**src/rtl/uart_byte_receiver.sv**
```systemverilog
// uart_byte_receiver: 8N1 UART receiver with mid-bit sampling, valid/ready
// output handshake and sticky framing/overrun error flag.
// Optional even parity (8E1 frames) when UART_RX_EVEN_PARITY_EN is defined.
module uart_byte_receiver #(
    parameter int CLOCK_RATE = 48000000,
    parameter int BAUD_RATE  = 115200
) (
    input  logic       clk,
    input  logic       reset,
    input  logic       en,
    input  logic       in,
    output logic [7:0] out,
    output logic       valid,
    input  logic       ready,
    output logic       err
);

    localparam int CLKS_PER_BIT = CLOCK_RATE / BAUD_RATE;
    localparam int HALF_BIT     = CLKS_PER_BIT / 2;
    localparam int CNT_W        = (CLKS_PER_BIT > 2) ? $clog2(CLKS_PER_BIT) : 1;

    // Counters count down to zero, so they are loaded with (period - 1).
    localparam logic [CNT_W-1:0] BIT_LOAD  = CNT_W'(CLKS_PER_BIT - 1);
    localparam logic [CNT_W-1:0] HALF_LOAD = CNT_W'(HALF_BIT - 1);

`ifdef UART_RX_EVEN_PARITY_EN
    typedef enum logic [2:0] {IDLE, START, DATA, PARITY, STOP} state_t;
`else
    typedef enum logic [2:0] {IDLE, START, DATA, STOP} state_t;
`endif

    state_t           state_reg, state_next;
    logic [CNT_W-1:0] cnt_reg, cnt_next;
    logic [2:0]       bit_cnt_reg, bit_cnt_next;
    logic [7:0]       shift_reg, shift_next;
    logic [7:0]       out_reg, out_next;
    logic             valid_reg, valid_next;
    logic             err_reg, err_next;
    logic [1:0]       sync_reg;
    logic             rx_s;
    logic             cnt_zero;
    logic             byte_ok;

`ifdef UART_RX_EVEN_PARITY_EN
    logic             parity_bad_reg, parity_bad_next;
`endif

    assign rx_s     = sync_reg[1];
    assign cnt_zero = (cnt_reg == '0);

`ifdef UART_RX_EVEN_PARITY_EN
    assign byte_ok = rx_s && !parity_bad_reg;
`else
    assign byte_ok = rx_s;
`endif

    assign out   = out_reg;
    assign valid = valid_reg;
    assign err   = err_reg;

    // Two-flop synchronizer; preset high so a line held low across reset
    // does not look like a fresh start bit at the instant reset releases.
    always_ff @(posedge clk) begin
        if (reset) begin
            sync_reg <= 2'b11;
        end else begin
            sync_reg <= {sync_reg[0], in};
        end
    end

    // State and datapath registers.
    always_ff @(posedge clk) begin
        if (reset) begin
            state_reg      <= IDLE;
            cnt_reg        <= '0;
            bit_cnt_reg    <= '0;
            shift_reg      <= '0;
            out_reg        <= '0;
            valid_reg      <= 1'b0;
            err_reg        <= 1'b0;
`ifdef UART_RX_EVEN_PARITY_EN
            parity_bad_reg <= 1'b0;
`endif
        end else begin
            state_reg      <= state_next;
            cnt_reg        <= cnt_next;
            bit_cnt_reg    <= bit_cnt_next;
            shift_reg      <= shift_next;
            out_reg        <= out_next;
            valid_reg      <= valid_next;
            err_reg        <= err_next;
`ifdef UART_RX_EVEN_PARITY_EN
            parity_bad_reg <= parity_bad_next;
`endif
        end
    end

    // Next-state logic: frame sequencing, byte delivery, handshake and errors.
    always_comb begin
        state_next      = state_reg;
        cnt_next        = cnt_reg;
        bit_cnt_next    = bit_cnt_reg;
        shift_next      = shift_reg;
        out_next        = out_reg;
        valid_next      = valid_reg;
        err_next        = err_reg;
`ifdef UART_RX_EVEN_PARITY_EN
        parity_bad_next = parity_bad_reg;
`endif

        // Consumption works regardless of enable; a byte completing on the
        // same edge overrides this below.
        if (valid_reg && ready) begin
            valid_next = 1'b0;
        end

        if (!en) begin
            state_next = IDLE;
        end else begin
            case (state_reg)
                IDLE: begin
                    if (!rx_s) begin
                        bit_cnt_next = '0;
                        cnt_next     = HALF_LOAD;
                        state_next   = START;
                    end
                end

                START: begin
                    if (cnt_zero) begin
                        if (!rx_s) begin
                            // Confirmed start bit: a new frame begins, so the
                            // sticky error from earlier frames is dropped.
                            err_next   = 1'b0;
                            cnt_next   = BIT_LOAD;
                            state_next = DATA;
                        end else begin
                            state_next = IDLE;
                        end
                    end else begin
                        cnt_next = cnt_reg - 1'b1;
                    end
                end

                DATA: begin
                    if (cnt_zero) begin
                        shift_next   = {rx_s, shift_reg[7:1]};
                        cnt_next     = BIT_LOAD;
                        bit_cnt_next = bit_cnt_reg + 1'b1;
                        if (bit_cnt_reg == 3'd7) begin
`ifdef UART_RX_EVEN_PARITY_EN
                            state_next = PARITY;
`else
                            state_next = STOP;
`endif
                        end
                    end else begin
                        cnt_next = cnt_reg - 1'b1;
                    end
                end

`ifdef UART_RX_EVEN_PARITY_EN
                PARITY: begin
                    if (cnt_zero) begin
                        parity_bad_next = rx_s ^ (^shift_reg);
                        cnt_next        = BIT_LOAD;
                        state_next      = STOP;
                    end else begin
                        cnt_next = cnt_reg - 1'b1;
                    end
                end
`endif

                STOP: begin
                    if (cnt_zero) begin
                        state_next = IDLE;
                        if (byte_ok) begin
                            out_next   = shift_reg;
                            valid_next = 1'b1;
                            if (valid_reg && !ready) begin
                                err_next = 1'b1;
                            end
                        end else begin
                            err_next = 1'b1;
                        end
                    end else begin
                        cnt_next = cnt_reg - 1'b1;
                    end
                end

                default: begin
                    state_next = IDLE;
                end
            endcase
        end
    end

endmodule

```
**config.mk**
```make
export PLATFORM = sky130hd
export DESIGN_NAME = uart_byte_receiver
export DESIGN_NICKNAME = d
export VERILOG_FILES = /design/src/rtl/uart_byte_receiver.sv
export SDC_FILE = /design/constraint.sdc
export NUM_CORES = 1
export LEC_CHECK = 0
export CAP_MARGIN = 15
export CORE_ASPECT_RATIO = 1.5
export CORE_MARGIN = 3
export CORE_UTILIZATION = 50
export DETAILED_ROUTE_END_ITERATION = 6
export PLACE_DENSITY = 0.74
export SYNTH_ARGS = -nofsm -noshare
export SYNTH_HDL_FRONTEND = slang
export SYNTH_SLANG_ARGS = --single-unit
```
**constraint.sdc**
```tcl
create_clock -name clk -period 2.6 [get_ports clk]
set_input_delay 0.26 -clock clk [delete_from_list [all_inputs] [get_ports clk]]
set_output_delay 0.26 -clock clk [all_outputs]
set_load 0.005 [all_outputs]
```
==> results of run 1 <==
[logic make-up (layout without fill, tap and decap cells)]
logic type / count (synthesis) / in the layout
buffers and inverters: 19 / 36
adders and majority gates: 8 / 8
DFF: 34 / 34
and+or+nand+nor: 66 / 66
AOI/OAI and AO/OA: 48 / 48
muxes: 18 / 18
[synthesized netlist by cell type, types with 3 or more instances]
cell type and number:
dfxtp_1 34, nor2_1 27, mux2i_1 18, a21oi_1 13, inv_1 10, ha_1 8, clkbuf_1 7, o21ai_0 6
a221oi_1 5, or2_2 5, a21o_1 4, nand2_1 4, nand2b_1 4, nor3_1 4, o311ai_0 4, or3_1 4
nor2b_1 3
[area by class of cell]
| type | instances | area share (%) |
|---|---|---|
| Multi-Input combinational cell | 140 | 47.8 |
| Sequential cell | 34 | 32.6 |
| Timing Repair Buffer | 18 | 8.75 |
| Clock buffer | 5 | 3.30 |
| Clock inverter | 3 | 3.30 |
| Tap cell | 40 | 2.40 |
| Inverter | 10 | 1.80 |
[final timing paths]
check | startpoint | slack, ps | cells past startpoint | to
worst min-delay path | sync_reg[0] | 430 | 1 | sync_reg[1]
worst max register to register | state_reg[1] | 250 | 6 | cnt_reg[4]
worst min register to register | sync_reg[0] | 430 | 1 | sync_reg[1]
worst max-delay path | state_reg[1] | 250 | 6 | cnt_reg[4]
[worst max-delay path, cell delays in order (launching register included)]
cell	delay, ps
dfxtp_1	400
inv_1	100
ha_1	340
a21bo_2	300
a21oi_1	500
nand2_1	250
o31ai_1	350
[power by group through the flow]
stage               Sequential [mW]  Clock (mW)  Combinational (mW)
floorplan                     0.549           0              0.0959
global placement              0.551           0               0.137
detailed placement            0.552           0               0.139
CTS                           0.540       0.599               0.141
global route                  0.541       0.624               0.158
finish                        0.540       0.595               0.144
[routing by layer]
| metal | part of all wire [%] | vias to the layer above | global-route usage [%] |
|---|---|---|---|
| met5 | 0 | - | 0 |
| met3 | 4.9 | 12 | 6.45 |
| li1 | - | 746 | - |
| met4 | 2.9 | 0 | 11.5 |
| met1 | 39 | 718 | 24.4 |
| met2 | 54 | 50 | 39.0 |
[through the flow]
step,util (%),hold WS (ps),std cells,power [mW]
2_1_floorplan,-,364,193,0.644
3_3_place_gp,59.9,397,242,0.687
3_5_place_dp,59.9,413,242,0.691
4_1_cts,64.2,437,250,1.28
5_1_grt,64.2,463,250,1.32
6_report,64.2,425,250,1.28
[cell usage in the layout, fill, tap and decap left out, types with 2 or more instances in the layout]
master | Yosys | layout
nand2b_1 | 4 | 4
nand2_1 | 4 | 4
o21ai_0 | 6 | 6
clkbuf_8 | 0 | 5
inv_1 | 10 | 10
nor3b_1 | 2 | 2
a21oi_1 | 13 | 13
a31oi_1 | 2 | 2
clkdlybuf4s50_1 | 0 | 14
nor3_1 | 4 | 4
nor2b_1 | 3 | 3
a221oi_1 | 5 | 5
o311ai_0 | 4 | 4
or2_2 | 5 | 5
dfxtp_1 | 34 | 34
a21o_1 | 4 | 4
a211oi_1 | 2 | 2
nand4_1 | 2 | 2
nand3_1 | 2 | 2
nor2_1 | 27 | 27
mux2i_1 | 18 | 18
or3_1 | 4 | 4
ha_1 | 8 | 8
o31ai_1 | 2 | 2
bufinv_16 | 0 | 2
buf_4 | 1 | 3
==> results.yml, run 1 <==
run_status:
  status: "completed"
critical_path:
  critPathKind: "flop to flop"
  cp_data_required_time_ps: 2790
  startpoint_type: "flop"
  worstPathArrival_ps: 2540
  crit_fanout: 13
  end_kind: "flop"
synthesis:
  synth_xor_area_share_pct: 0
  yosys.area_share.adder_pct: 5.70
  synthMuxAreaShare_pct: 10.3
  synth_top_family_by_area: "simple AND/OR/NAND/NOR gates"
  ys.warnings.count: 0
  synth_edf_count: 0
  yosys.area_share.simple_pct: 20.7
  yosys.area.top_type_share_pct: 38.8
  synth_seq_cells: 34
  synth_cell_types: 44
  synth.largest_area_cell: "dfxtp_1"
  netlist_instances: 193
  syn-num-nets: 206
  syn_area_um2: 1760
  ys_seq_area_share_pct: 38.8
  synth_compound_area_share_pct: 20.2
  avgSynthCellArea_um2: 9.10
  ys.flop_type: "dfxtp_1"
  synth_area_leaders: "dfxtp_1 39%, mux2i_1 10%, nor2_1 5.8%, ha_1 5.7%, a21oi_1 3.7%"
  async_flop_share_pct: 0
detailed_routing:
  vias: 1526
  drtPass1Iterations: 4
  routed_wl_mm: 4.22
  drc: 0
  wl_per_cell_um: 16.9
  first_iter_violations: 58
  drt-vias-per-instance: 6.10
  drtAntennaViolNets: 0
sta:
  fin_ws_ps: 250
  maxSlewViolCount: 0
  setup_viol: 0
  fmax_mhz: 426
  rsz0062_at_grt: "false"
  hold_viol_final: 0
  fin_worst_skew_ps: 3.98
  finalSetupTns_ps: 0
  slew_headroom_pct: 52.9
  worst_slew_pin_slew_ps: 705
  fin_crit_sh_pct: 90.4
  min_period_ps: 2350
finish:
  antenna_cells: 0
  largest_reg_flops: 9
  drive_gt1_share_pct: 12.4
  design_area_um2: 2090
  regArea_um2: 681
  nets: 222
  multi_input_area_um2: 998
  fillCellCount: 280
  area_growth_pct: 18.9
clock_tree:
  numCtsBuffers: 5
  holdBufCountCts: 0
  clock-sinks: 34
  clk_latency_ps: 290
  cts_tree: "yes"
  cts_setup_buffers: 0
  cts_buffer_depth: 2
  cts_resized: 0
  cts.htree.levels: 2
  cts-root-buf: "clkbuf_8"
  path_clk_slew_ps: 70
die:
  start_util_pct: 54.0
  fp.dieW_um: 54.4
  core-area_um2: 3250
  ios: 15
  row_count: 25
  die_h_um: 78.6
  dieArea_um2: 4270
power_and_ir_drop:
  p_int_uw: 971
  p_sw_share_pct: 24.0
  p_leak_nw: 0.794
  clockPowerShare_pct: 46.5
  peakVddDrop_uv: 464
  p_comb_share_pct: 11.2
  net-switching-power_uw: 307
  pwr-share-seq_pct: 42.2
  powerDensity_nw_per_um2: 612
grt:
  grt_pass1_wl_mm: 7.16
  grt_usage_pct: 22.9
  antenna_found_initial: 0
  overflow: 0
  grt_max_degree: 28
  grt_pass1_vias: 1556
placed_design:
  gp_congestion: 0.924
  dp_hpwl_mm: 3.02
  placed_area_um2: 1950
  place_ws_ps: 325
  io_buffer_count: 14
job:
  drv_cap: 0
worst_hold_path:
  hold_class: "flop to flop"
No activity file was read; power rests on OpenSTA's default activity.
==> inputs of run 2 (changes only) <==
ABC_AREA = 1   (was unset)
ABC_CLOCK_PERIOD_IN_PS = 2600   (was unset)
PLACE_DENSITY = 0.75   (was 0.74)
==> run 2 against run 1 <==
Combinational power down 13%. Via count is 1.8% lower. Clock skew barely moved. Highest routed layer unchanged.
==> results.yml, run 2 <==
sta:
  hold_viol_final: 0
  slew_headroom_pct: 59.2
  maxSlewViolCount: 0
  rsz0062_at_grt: "false"
  hold_slack_ps: 423
  min_period_ps: 1730
  worst_slew_pin_slew_ps: 612
  fmax_mhz: 578
  setup_viol: 0
  fin_crit_sh_pct: 66.5
  fin_worst_skew_ps: 3.94
  finalSetupTns_ps: 0
critical_path:
  critPathKind: "flop to flop"
  end_kind: "flop"
  crit_fanout: 5
  startpoint_type: "flop"
  cp_data_required_time_ps: 2770
  worstPathArrival_ps: 1900
finish:
  design_area_um2: 1970
  fillCellCount: 308
  final_common_cell: "inv_1"
  drive_gt1_share_pct: 9.49
  largest_reg_flops: 9
  antenna_cells: 0
  nets: 265
  area_growth_pct: 14.8
  layout_common_cells: "38 x inv_1, 34 x nand2_1, 34 x dfxtp_1, 30 x o21ai_0, 30 x a21oi_1"
die:
  die_h_um: 77.7
  row_count: 25
  dieArea_um2: 4180
  start_util_pct: 53.2
  core-area_um2: 3220
  fp.dieW_um: 53.8
  ios: 15
power_and_ir_drop:
  peakVddDrop_uv: 572
  net-switching-power_uw: 270
  finalPower_mw: 1.06
  p_leak_nw: 0.793
  p_comb_share_pct: 11.8
  powerDensity_nw_per_um2: 537
  p_int_uw: 787
  p_sw_share_pct: 25.5
  pwr-share-seq_pct: 50.8
  clockPowerShare_pct: 37.3
grt:
  antenna_found_initial: 0
  grt_pass1_wl_mm: 5.90
  grt_max_degree: 26
  grt_usage_pct: 19.0
  grt_pass1_vias: 1407
  overflow: 0
clock_tree:
  cts_resized: 0
  clock-sinks: 34
  cts-root-buf: "clkbuf_8"
  cts.htree.levels: 2
  holdBufCountCts: 0
  clk_latency_ps: 280
  cts_buffer_depth: 2
  path_clk_slew_ps: 60
  cts_setup_buffers: 0
  numCtsBuffers: 5
  cts_tree: "yes"
synthesis:
  yosys.area.top_type_share_pct: 39.7
  ys.flop_type: "dfxtp_1"
  synth_edf_count: 0
  syn-num-nets: 249
  syn_area_um2: 1710
  ys_seq_area_share_pct: 39.7
  async_flop_share_pct: 0
  synth.most_common_cell: "inv_1"
  synth.largest_area_cell: "dfxtp_1"
  synth_common_cells: "38 x inv_1, 34 x dfxtp_1, 34 x nand2_1"
  synth_area_leaders: "dfxtp_1 40%, a21oi_1 8.8%, o21ai_0 8.8%, inv_1 8.3%, nand2_1 7.4%"
  netlist_instances: 236
  synth_seq_cells: 34
  ys.warnings.count: 0
  avgSynthCellArea_um2: 7.26
  synth_cell_types: 25
detailed_routing:
  drt-vias-per-instance: 5.11
  drtPass1Iterations: 4
  wl_per_cell_um: 11.4
  vias: 1498
  routed_wl_mm: 3.34
  first_iter_violations: 51
  drtAntennaViolNets: 0
  drc: 0
placed_design:
  gp_congestion: 0.827
  io_buffer_count: 14
  dp_hpwl_mm: 2.44
  placed_area_um2: 1880
run_status:
  status: "completed"
job:
  drv_cap: 0
worst_hold_path:
  hold_class: "flop to flop"
-- run 2: changes by cell type after synthesis, sizes merged, moves of 4 or more --
cell,before,now
a221oi,5,0
o21ai,6,31
or3,4,0
mux2i,18,0
inv,10,40
a21oi,13,32
clkbuf,7,3
a21o,4,0
nand2b,4,0
nand3,2,11
o311ai,4,0
nand2,4,36
-- run 2: logic make-up after synthesis --
| logic type | Yosys count | share of synthesized area [%] |
|---|---|---|
| DFF | 34 | 39.7 |
| xor gates and xnor gates | 2 | 1.02 |
| AOI/OAI and AO/OA | 65 | 19.8 |
| adders and majority gates | 8 | 5.84 |
| and+or+nand+nor | 82 | 23.3 |
| buffers and inverters | 45 | 10.4 |
-- run 2: power groups by stage --
stage          Combinational (mW)  Sequential, mW  Clock (mW)
6_report                    0.125           0.537       0.395
5_1_grt                     0.144           0.538       0.429
4_1_cts                     0.126           0.537       0.409
3_5_place_dp                0.125           0.549           0
3_3_place_gp                0.124           0.549           0
2_1_floorplan               0.101           0.547           0
-- run 2: per-layer routing --
metal	track usage, %	vias to the layer above	wire [um]
li1	-	788	-
met2	32.4	25	1790
met5	0	-	0
met3	5.76	6	121
met4	8.44	0	69
met1	20.6	679	1350
-- run 2: worst paths after layout --
kind           startpoint          end  slack, ps  cells after the start
max          state_reg[0]   cnt_reg[2]        870                     10
min           sync_reg[0]  sync_reg[1]        420                      1
max reg2reg  state_reg[0]   cnt_reg[2]        870                     10
min reg2reg   sync_reg[0]  sync_reg[1]        420                      1
-- run 2: critical path: stages (launching register included) --
cell and delay [ps]:
dfxtp_1 380, inv_1 100, ha_1 290, nand2_1 120, nand2_1 80, a21oi_2 150
nand2_2 120, nor2_4 130, nand2_1 100, inv_2 90, a21oi_1 60
-- run 2: area by class of cell --
type | instances | area (um2) | area share [%]
Multi-Input combinational cell | 157 | 856 | 43.5
Tap cell | 40 | 50.0 | 2.54
Sequential cell | 34 | 681 | 34.6
Clock buffer | 7 | 86.3 | 4.39
Inverter | 40 | 150 | 7.63
Clock inverter | 1 | 5.00 | 0.254
Timing Repair Buffer | 14 | 140 | 7.12
-- run 2: through the flow --
stage	cells	setup slack, ps	util, %
2_1_floorplan	236	1130	-
3_3_place_gp	285	753	58.3
3_5_place_dp	285	712	58.3
4_1_cts	293	868	61.1
5_1_grt	293	719	61.1
6_report	293	871	61.1
